==> config.mk <==
export PLATFORM = sky130hd
export DESIGN_NAME = ring_rr_arbiter
export DESIGN_NICKNAME = d
export VERILOG_FILES = /design/src/rtl/ring_rr_arbiter.sv
export SDC_FILE = /design/constraint.sdc
export NUM_CORES = 1
export LEC_CHECK = 0
export CAP_MARGIN = 40
export CORE_ASPECT_RATIO = 1.1
export CORE_MARGIN = 1
export CORE_UTILIZATION = 50
export DETAILED_ROUTE_END_ITERATION = 6
export PLACE_DENSITY = 0.86
export SYNTH_ARGS = -nofsm -noshare
export SYNTH_HDL_FRONTEND = slang
export SYNTH_SLANG_ARGS = --single-unit
==> constraint.sdc <==
create_clock -name clk -period 8.9 [get_ports clk]
set_input_delay 2.225 -clock clk [delete_from_list [all_inputs] [get_ports clk]]
set_output_delay 2.225 -clock clk [all_outputs]
set_load 0.1 [all_outputs]
==> src/rtl/ring_rr_arbiter.sv <==
// Round-robin arbiter with a rotating one-hot priority pointer,
// registered one-hot grant, hold/lock semantics and a bounded hold time.
module ring_rr_arbiter #(
   parameter int N        = 8,
   parameter int HOLD_MAX = 16,
   parameter int IDW      = 3,
   parameter int HCW      = 5
) (
   input  logic           clk,
   input  logic           rst,
   input  logic           en,
   input  logic [N-1:0]   req,
   output logic [N-1:0]   gnt,
   output logic [IDW-1:0] gnt_id,
   output logic           gnt_valid,
   output logic           preempt,
   output logic [N-1:0]   ptr
);

   typedef enum logic {
      S_IDLE,
      S_GRANT
   } state_t;

   localparam bit             LP_UNLIM = (HOLD_MAX == 0);
   localparam logic [HCW-1:0] LP_HLIM  =
      LP_UNLIM ? {HCW{1'b1}} : HCW'(HOLD_MAX - 1);
   localparam logic [IDW:0]   LP_N     = (IDW+1)'(N);
   localparam logic [N-1:0]   LP_ONE   = {{(N-1){1'b0}}, 1'b1};

   state_t         r_state;
   state_t         w_state;
   logic [N-1:0]   r_gnt;
   logic [N-1:0]   w_gnt;
   logic [IDW-1:0] r_gnt_id;
   logic [IDW-1:0] w_gnt_id;
   logic           r_gnt_valid;
   logic           r_preempt;
   logic           w_preempt;
   logic [N-1:0]   r_ptr;
   logic [N-1:0]   w_ptr;
   logic [HCW-1:0] r_hold;
   logic [HCW-1:0] w_hold;

   logic [N-1:0]   w_req_m;
   logic [N-1:0]   w_rot;
   logic [IDW-1:0] w_pidx;
   logic [IDW-1:0] w_k;
   logic [IDW:0]   w_sum;
   logic [IDW-1:0] w_win;
   logic           w_found;
   logic           w_own_req;
   logic           w_hold_ok;
   logic           w_issue;
   logic [IDW-1:0] w_issue_id;

   function automatic logic [N-1:0] f_next_oh(
      input logic [IDW-1:0] i_id
   );
      if (int'(i_id) == N - 1)
         return LP_ONE;
      else
         return LP_ONE << (i_id + 1'b1);
   endfunction

   // The current owner is masked out so a preempted owner loses the scan;
   // on release its request is already low, so the mask is harmless there.
   assign w_req_m   = req & ~r_gnt;
   assign w_found   = |w_req_m;
   assign w_own_req = |(req & r_gnt);
   assign w_hold_ok = LP_UNLIM || (r_hold < LP_HLIM);

   always_comb begin
      w_pidx = '0;
      for (int i = 0; i < N; i++)
         if (r_ptr[i]) w_pidx = IDW'(i);
   end

   always_comb begin
      w_rot = N'({w_req_m, w_req_m} >> w_pidx);
      w_k   = '0;
      for (int i = N - 1; i >= 0; i--)
         if (w_rot[i]) w_k = IDW'(i);
   end

   assign w_sum = {1'b0, w_pidx} + {1'b0, w_k};
   assign w_win = (w_sum >= LP_N) ? IDW'(w_sum - LP_N)
                                  : w_sum[IDW-1:0];

   always_comb begin
      w_state    = r_state;
      w_gnt      = r_gnt;
      w_gnt_id   = r_gnt_id;
      w_ptr      = r_ptr;
      w_hold     = r_hold;
      w_preempt  = 1'b0;
      w_issue    = 1'b0;
      w_issue_id = w_win;
      unique case (r_state)
         S_IDLE: begin
            if (en && w_found) w_issue = 1'b1;
         end
         S_GRANT: begin
            if (!w_own_req) begin
               if (en && w_found) begin
                  w_issue = 1'b1;
               end else begin
                  w_state  = S_IDLE;
                  w_gnt    = '0;
                  w_gnt_id = '0;
               end
            end else if (w_hold_ok) begin
               if (r_hold != {HCW{1'b1}})
                  w_hold = r_hold + 1'b1;
            end else begin
               w_preempt = 1'b1;
               if (en && w_found) begin
                  w_issue = 1'b1;
               end else if (en) begin
                  w_issue    = 1'b1;
                  w_issue_id = r_gnt_id;
               end else begin
                  w_state  = S_IDLE;
                  w_gnt    = '0;
                  w_gnt_id = '0;
               end
            end
         end
         default: begin
            w_state = S_IDLE;
         end
      endcase
      if (w_issue) begin
         w_state  = S_GRANT;
         w_gnt    = LP_ONE << w_issue_id;
         w_gnt_id = w_issue_id;
         w_ptr    = f_next_oh(w_issue_id);
         w_hold   = '0;
      end
   end

   always_ff @(posedge clk or negedge rst) begin
      if (!rst) begin
         r_state     <= S_IDLE;
         r_gnt       <= '0;
         r_gnt_id    <= '0;
         r_gnt_valid <= 1'b0;
         r_preempt   <= 1'b0;
         r_ptr       <= LP_ONE;
         r_hold      <= '0;
      end else begin
         r_state     <= w_state;
         r_gnt       <= w_gnt;
         r_gnt_id    <= w_gnt_id;
         r_gnt_valid <= |w_gnt;
         r_preempt   <= w_preempt;
         r_ptr       <= w_ptr;
         r_hold      <= w_hold;
      end
   end

   assign gnt       = r_gnt;
   assign gnt_id    = r_gnt_id;
   assign gnt_valid = r_gnt_valid;
   assign preempt   = r_preempt;
   assign ptr       = r_ptr;

endmodule
==> out/metrics.cfg, run 1 <==
[route]
num_vias = 2234
drt-total-wl_um = 6065
drt_iter0_markers = 320
drt_first_pass_iters = 5
wl_per_cell_um = 17.23
ant_nets = 0
via_per_inst = 6.347
drcViolationCount = 0

[synth]
synth_fp_nets = 267
synth_commonest_cells = 36 x nand2_1, 26 x dfrtp_1, 21 x o21ai_0
yosys-top-cells-area = dfrtp_1 32%, nand2_1 6.7%, o21ai_0 5.2%
ys_ff_latch = 27
yosys_warnings = 0
syn_inst = 249
netlist.area_leader.share_pct = 32.40
synth-edff-count = 0
async_reset_ff_share_pct = 100.0
synth.most_common_cell = nand2_1
synthFlopType = dfrtp_1
syn_avg_cell_area_sq_um = 8.065
synthDistinctLibCells = 51
seq_area_frac_synth_pct = 33.71
yosysTopAreaCell = dfrtp_1
netlist_area_sq_um = 2008

[setup_path]
path_cells = clkdlybuf4s50_1 > nor2b_1 > o21ai_0 > a21oi_1 > a2111oi_0 > dlymetal6s2s_1 > nand2b_1 > a21oi_1 > o21ai_0 > a21oi_1 > ha_1 > fa_1 > xor2_1 > xnor2_1 > a21oi_1 > ha_1 > inv_1 > nand2_1 > a221oi_1 > o311ai_1
worstSetupStartpointType = input pin
end_kind = register
critPathRequiredTime_ps = 9050
cp_max_fo = 6
reg2reg_slack_ps = 3940
ff2ff_path_depth = 16
crit_top_cell = a21oi_1
cp-startpoint = req[3]
crit_path_max_incr_delay_ps = 470
reg2reg_from = ptr[7]
crit_slowest_cell = clkdlybuf4s50_1
crit_end = gnt_valid
r2r_end = gnt_valid
cp_data_arrival_time_ps = 6580
critical_path_class = input pin to register

[layout]
nets = 321
final_util_pct = 73.65
diodes = 0
syn2layout_area_growth_pct = 37.20
drive_gt1_share_pct = 12.58

[sta]
fmax_mhz = 155.5
rsz0062_at_grt = no
worst_hold_slack_ps = 520.7
worst_clock_skew_ps = 11.32
fin_setup_tns_ps = 0
period_needed_ps = 6433
finalHoldViolCount = 0
relSlewSlack_pct = 58.65
worst_pin_slew_ps = 604.6
fin_ws_ps = 2467
final-max-slew-violation-count = 0
timing.final.crit_share_pct = 72.28
setup_viol = 0

[floorplanning]
start_util_pct = 53.68
chipHeight_um = 68.47
io_pins = 32
core_area_sq_um = 3741
num_rows = 23
die_w_um = 62.43
design.die.area_sq_um = 4274

[global_routing]
first_global_vias = 2117
grt_usage_pct = 29.85
grt_pass1_wl_um = 9887
antenna_found_initial = 0
grt_overflow = 0
grt_max_degree = 28

[clock_network]
clk_pin_slew_ps = 100
cts_max_level = 1
ctsHoldBuffers = 0
cts_buffers = 3
cts_sinks = 27
cts_resized = 0
cts_tree = yes
clk_path_buf_depth = 2
clock_latency_ps = 280
cts_setup_buffers = 0
root_buffer = clkbuf_8

[flow_run]
maxCapViolations = 0

[placement]
port_buffers = 31
pre_cts_slack_ps = 2333
routabilityCongestion = 1.008
dp_hpwl_um = 4650

[min_path]
hold_path_class = register to register

[run_status]
status = finished, final reports clean

[final cells by class]
cell class	count	area (sq um)
clock buffer	3	41.29
clock inverter	1	7.507
fill	262	985.9
inverter	7	26.28
multi-input combinational	209	1287
sequential	27	676.9
tap	50	62.56
timing repair buffer	55	653.1
[flip-flops by register name (all words and copies together), names as in the netlist]
signal and flops:
gnt 8, gnt_id 3, gnt_valid 1, preempt 1
ptr 8, r_hold 5, r_state 1
[logic make-up after synthesis]
logic type / synth area share, %
AO/OA/AOI/OAI: 30.28
XOR/XNOR: 2.181
adder cells (fa/ha/maj): 4.735
buffers and inverters: 2.492
flip-flops: 33.71
multiplexers: 1.620
AND/OR/NAND/NOR: 24.98
[metal layers]
| layer | up-vias | global-route usage (%) | routed length [um] |
|---|---|---|---|
| met5 | - | 0 | 0 |
| met4 | 0 | 11.92 | 168 |
| met3 | 20 | 4.167 | 428 |
| met2 | 120 | 53.53 | 2965 |
| met1 | 1042 | 36.69 | 2502 |
| li1 | 1052 | - | - |
[placed cells by master (no fill, tap or decap), drive strengths merged, types with 3 or more instances in the layout]
cell / count
a22o: 4
dfrtp: 26
nand2: 37
nand2b: 4
o21ai: 26
nand3: 14
a221oi: 3
a32o: 3
a21oi: 20
inv: 6
a2111oi: 5
ha: 6
and3: 4
xor2: 4
nor4: 3
nor2b: 9
o31ai: 4
nor2: 18
a22oi: 9
clkbuf: 3
clkdlybuf4s50: 31
o211ai: 4
nand4: 3
nor3: 5
buf: 23
[worst min-delay path by stage]
| stage | startpoint | endpoint | cells after the start |
|---|---|---|---|
| 2_1_floorplan | r_hold[3] | r_hold[3] | 2 |
| 3_3_place_gp | r_hold[3] | r_hold[3] | 2 |
| 3_5_place_dp | ptr[0] | ptr[0] | 2 |
| 4_1_cts | ptr[0] | ptr[0] | 2 |
| 5_1_grt | ptr[0] | ptr[0] | 2 |
| 6_report | ptr[0] | ptr[0] | 2 |
[metrics by stage]
stage          area (sq um)  cells
3_5_place_dp           2694    347
4_1_cts                2743    351
6_report               2755    352
2_1_floorplan          2008    249
3_3_place_gp           2379    326
5_1_grt                2755    352
[critical path, delay by kind of cell]
family                     cells  cell delay [ps]
AOI/OAI and AO/OA              9             1420
adders and majority gates      3              870
buffers and inverters          3              830
xor gates and xnor gates       2              650
and+or+nand+nor                3              590
Power of run 1 is left out: the tool's default activity adds up to more than one toggle a clock period on the data nets, which glitch-free logic cannot reach.
==> run 2, diff against run 1 <==
CORE_UTILIZATION = 49   (was 50)
PLACE_DENSITY = 0.88   (was 0.86)
clock period = 5.54 ns   (was 8.9 ns; I/O delays follow)
==> run 2 against run 1 <==
  * Global-route usage grew 0.27 points
  * Die area grew 2.0%
  * Non-clock buffer count grew 2
  * Count of clock-buffer cells in the layout is the same
  * Highest routed layer unchanged
==> out/metrics.cfg, run 2 (same netlist as run 1, synthesis figures left out) <==
[run_status]
status = finished, final reports clean

[setup_path]
worstSetupStartpointType = input pin
r2r_end = gnt_valid
cp_data_arrival_time_ps = 5320  ; -1260 ps
critical_path_class = input pin to register
ff2ff_path_depth = 18  ; +2
reg2reg_slack_ps = 870  ; -3070 ps
reg2reg_from = ptr[7]
cp_max_fo = 3  ; -3
critPathRequiredTime_ps = 5680  ; -3370 ps
end_kind = register

[min_path]
min_from = ptr[0]
hold_end = ptr[0]
min_path_cells = 2  ; unchanged
hold_path_class = register to register

[sta]
setup_viol = 0  ; unchanged
timing.final.crit_share_pct = 93.39
fin_setup_tns_ps = 0  ; unchanged
fmax_mhz = 193.3
finalHoldViolCount = 0  ; unchanged
period_needed_ps = 5174
relSlewSlack_pct = 56.99  ; -1.7 points
fin_ws_ps = 365.9  ; -2102 ps
rsz0062_at_grt = no
worst_pin_slew_ps = 628.8  ; +24.27 ps
worst_clock_skew_ps = 6.769  ; -4.550 ps
final-max-slew-violation-count = 0  ; unchanged

[global_routing]
grt_usage_pct = 30.12  ; +0.27 points
grt_overflow = 0  ; unchanged
antenna_found_initial = 0  ; unchanged
grt_max_degree = 28  ; unchanged
first_global_vias = 2205  ; +4.2%
grt_pass1_wl_um = 10360  ; +4.8%

[route]
via_per_inst = 6.452  ; +1.7%
ant_nets = 0  ; unchanged
drt_iter0_markers = 286  ; -11%
drcViolationCount = 0  ; unchanged
drt_first_pass_iters = 7  ; +2
drt-total-wl_um = 6279  ; +3.5%
num_vias = 2297  ; +2.8%
wl_per_cell_um = 17.64  ; +2.4%

[clock_network]
root_buffer = clkbuf_8
cts_setup_buffers = 0  ; unchanged
cts_sinks = 27  ; unchanged
cts_tree = yes
clock_latency_ps = 280  ; about the same
clk_path_buf_depth = 2  ; unchanged
cts_max_level = 1  ; unchanged
clk_pin_slew_ps = 100  ; about the same
cts_buffers = 3  ; unchanged
ctsHoldBuffers = 0  ; unchanged
cts_resized = 0  ; unchanged

[floorplanning]
start_util_pct = 51.05  ; -2.6 points
num_rows = 24  ; +4.3%
chipHeight_um = 69.14  ; +0.98%
design.die.area_sq_um = 4359  ; +2.0%
die_w_um = 63.04  ; +0.99%
core_area_sq_um = 3934  ; +5.2%
io_pins = 32  ; unchanged

[layout]
diodes = 0  ; unchanged
multi_input_area_sq_um = 1287  ; unchanged
nets = 323  ; +0.62%
layout_commonest_cell = nand2_1
drive_gt1_share_pct = 13.49  ; +0.90 points
final_cell_mix = 36 x nand2_1, 31 x clkdlybuf4s50_1, 26 x dfrtp_1
syn2layout_area_growth_pct = 37.82
regArea_sq_um = 676.9  ; unchanged
final_util_pct = 70.36  ; -3.3 points
final_area_sq_um = 2768  ; +0.45%
nFillCells = 295  ; +13%

[placement]
dpl_cell_area_sq_um = 2719  ; +0.93%
dp_hpwl_um = 4720  ; +1.5%
port_buffers = 31  ; unchanged
routabilityCongestion = 1.051  ; +4.2%
pre_cts_slack_ps = 154.2  ; -2178 ps

[flow_run]
maxCapViolations = 0  ; unchanged

[run 2: critical path, cell delays in order]
cell	delay (ps)
clkdlybuf4s50_1	430
nor2b_1	180
o21ai_0	160
nand2_1	140
a2111oi_0	630
a21oi_1	130
o21ai_0	170
a21oi_1	90
ha_1	230
fa_1	370
xor2_1	270
xnor2_1	200
a21oi_1	120
ha_1	230
inv_1	80
nand2_1	70
a221oi_1	250
o311ai_1	170
[run 2: area by class of cell]
| class | count | area share (%) |
|---|---|---|
| clock buffer | 3 | 1.492 |
| multi-input combinational | 209 | 46.52 |
| inverter | 7 | 0.9494 |
| clock inverter | 1 | 0.2712 |
| tap | 52 | 2.351 |
| sequential | 27 | 24.46 |
| timing repair buffer | 57 | 23.96 |
[run 2: per-stage QoR]
step	std cells	hold slack, ps
after CTS	356	514.2
after global routing	356	549.2
after floorplan	249	479.0
after detailed placement	352	487.6
final	356	520.1
after global placement	331	500.1
[run 2: how the worst max path moves through the flow]
stage / from / depth (start not counted) / slack (ps) / endpoint
final: req[0] / 18 / 370 / gnt_valid
after global routing: req[2] / 18 / 100 / gnt_valid
after CTS: req[0] / 18 / 440 / gnt_valid
after detailed placement: req[0] / 18 / 150 / gnt_valid
after global placement: req[0] / 18 / 190 / gnt_valid
after floorplan: ptr[5] / 19 / 530 / gnt_valid
[run 2: routing by layer]
metal | global-route usage (%) | share of wire (%) | vias up
li1 | - | - | 1049
met1 | 36.55 | 39 | 1056
met2 | 51.85 | 50 | 165
met3 | 3.477 | 7.1 | 27
met4 | 15.25 | 3.7 | 0
met5 | 0 | 0 | -
Power of run 2 is left out for the same reason.
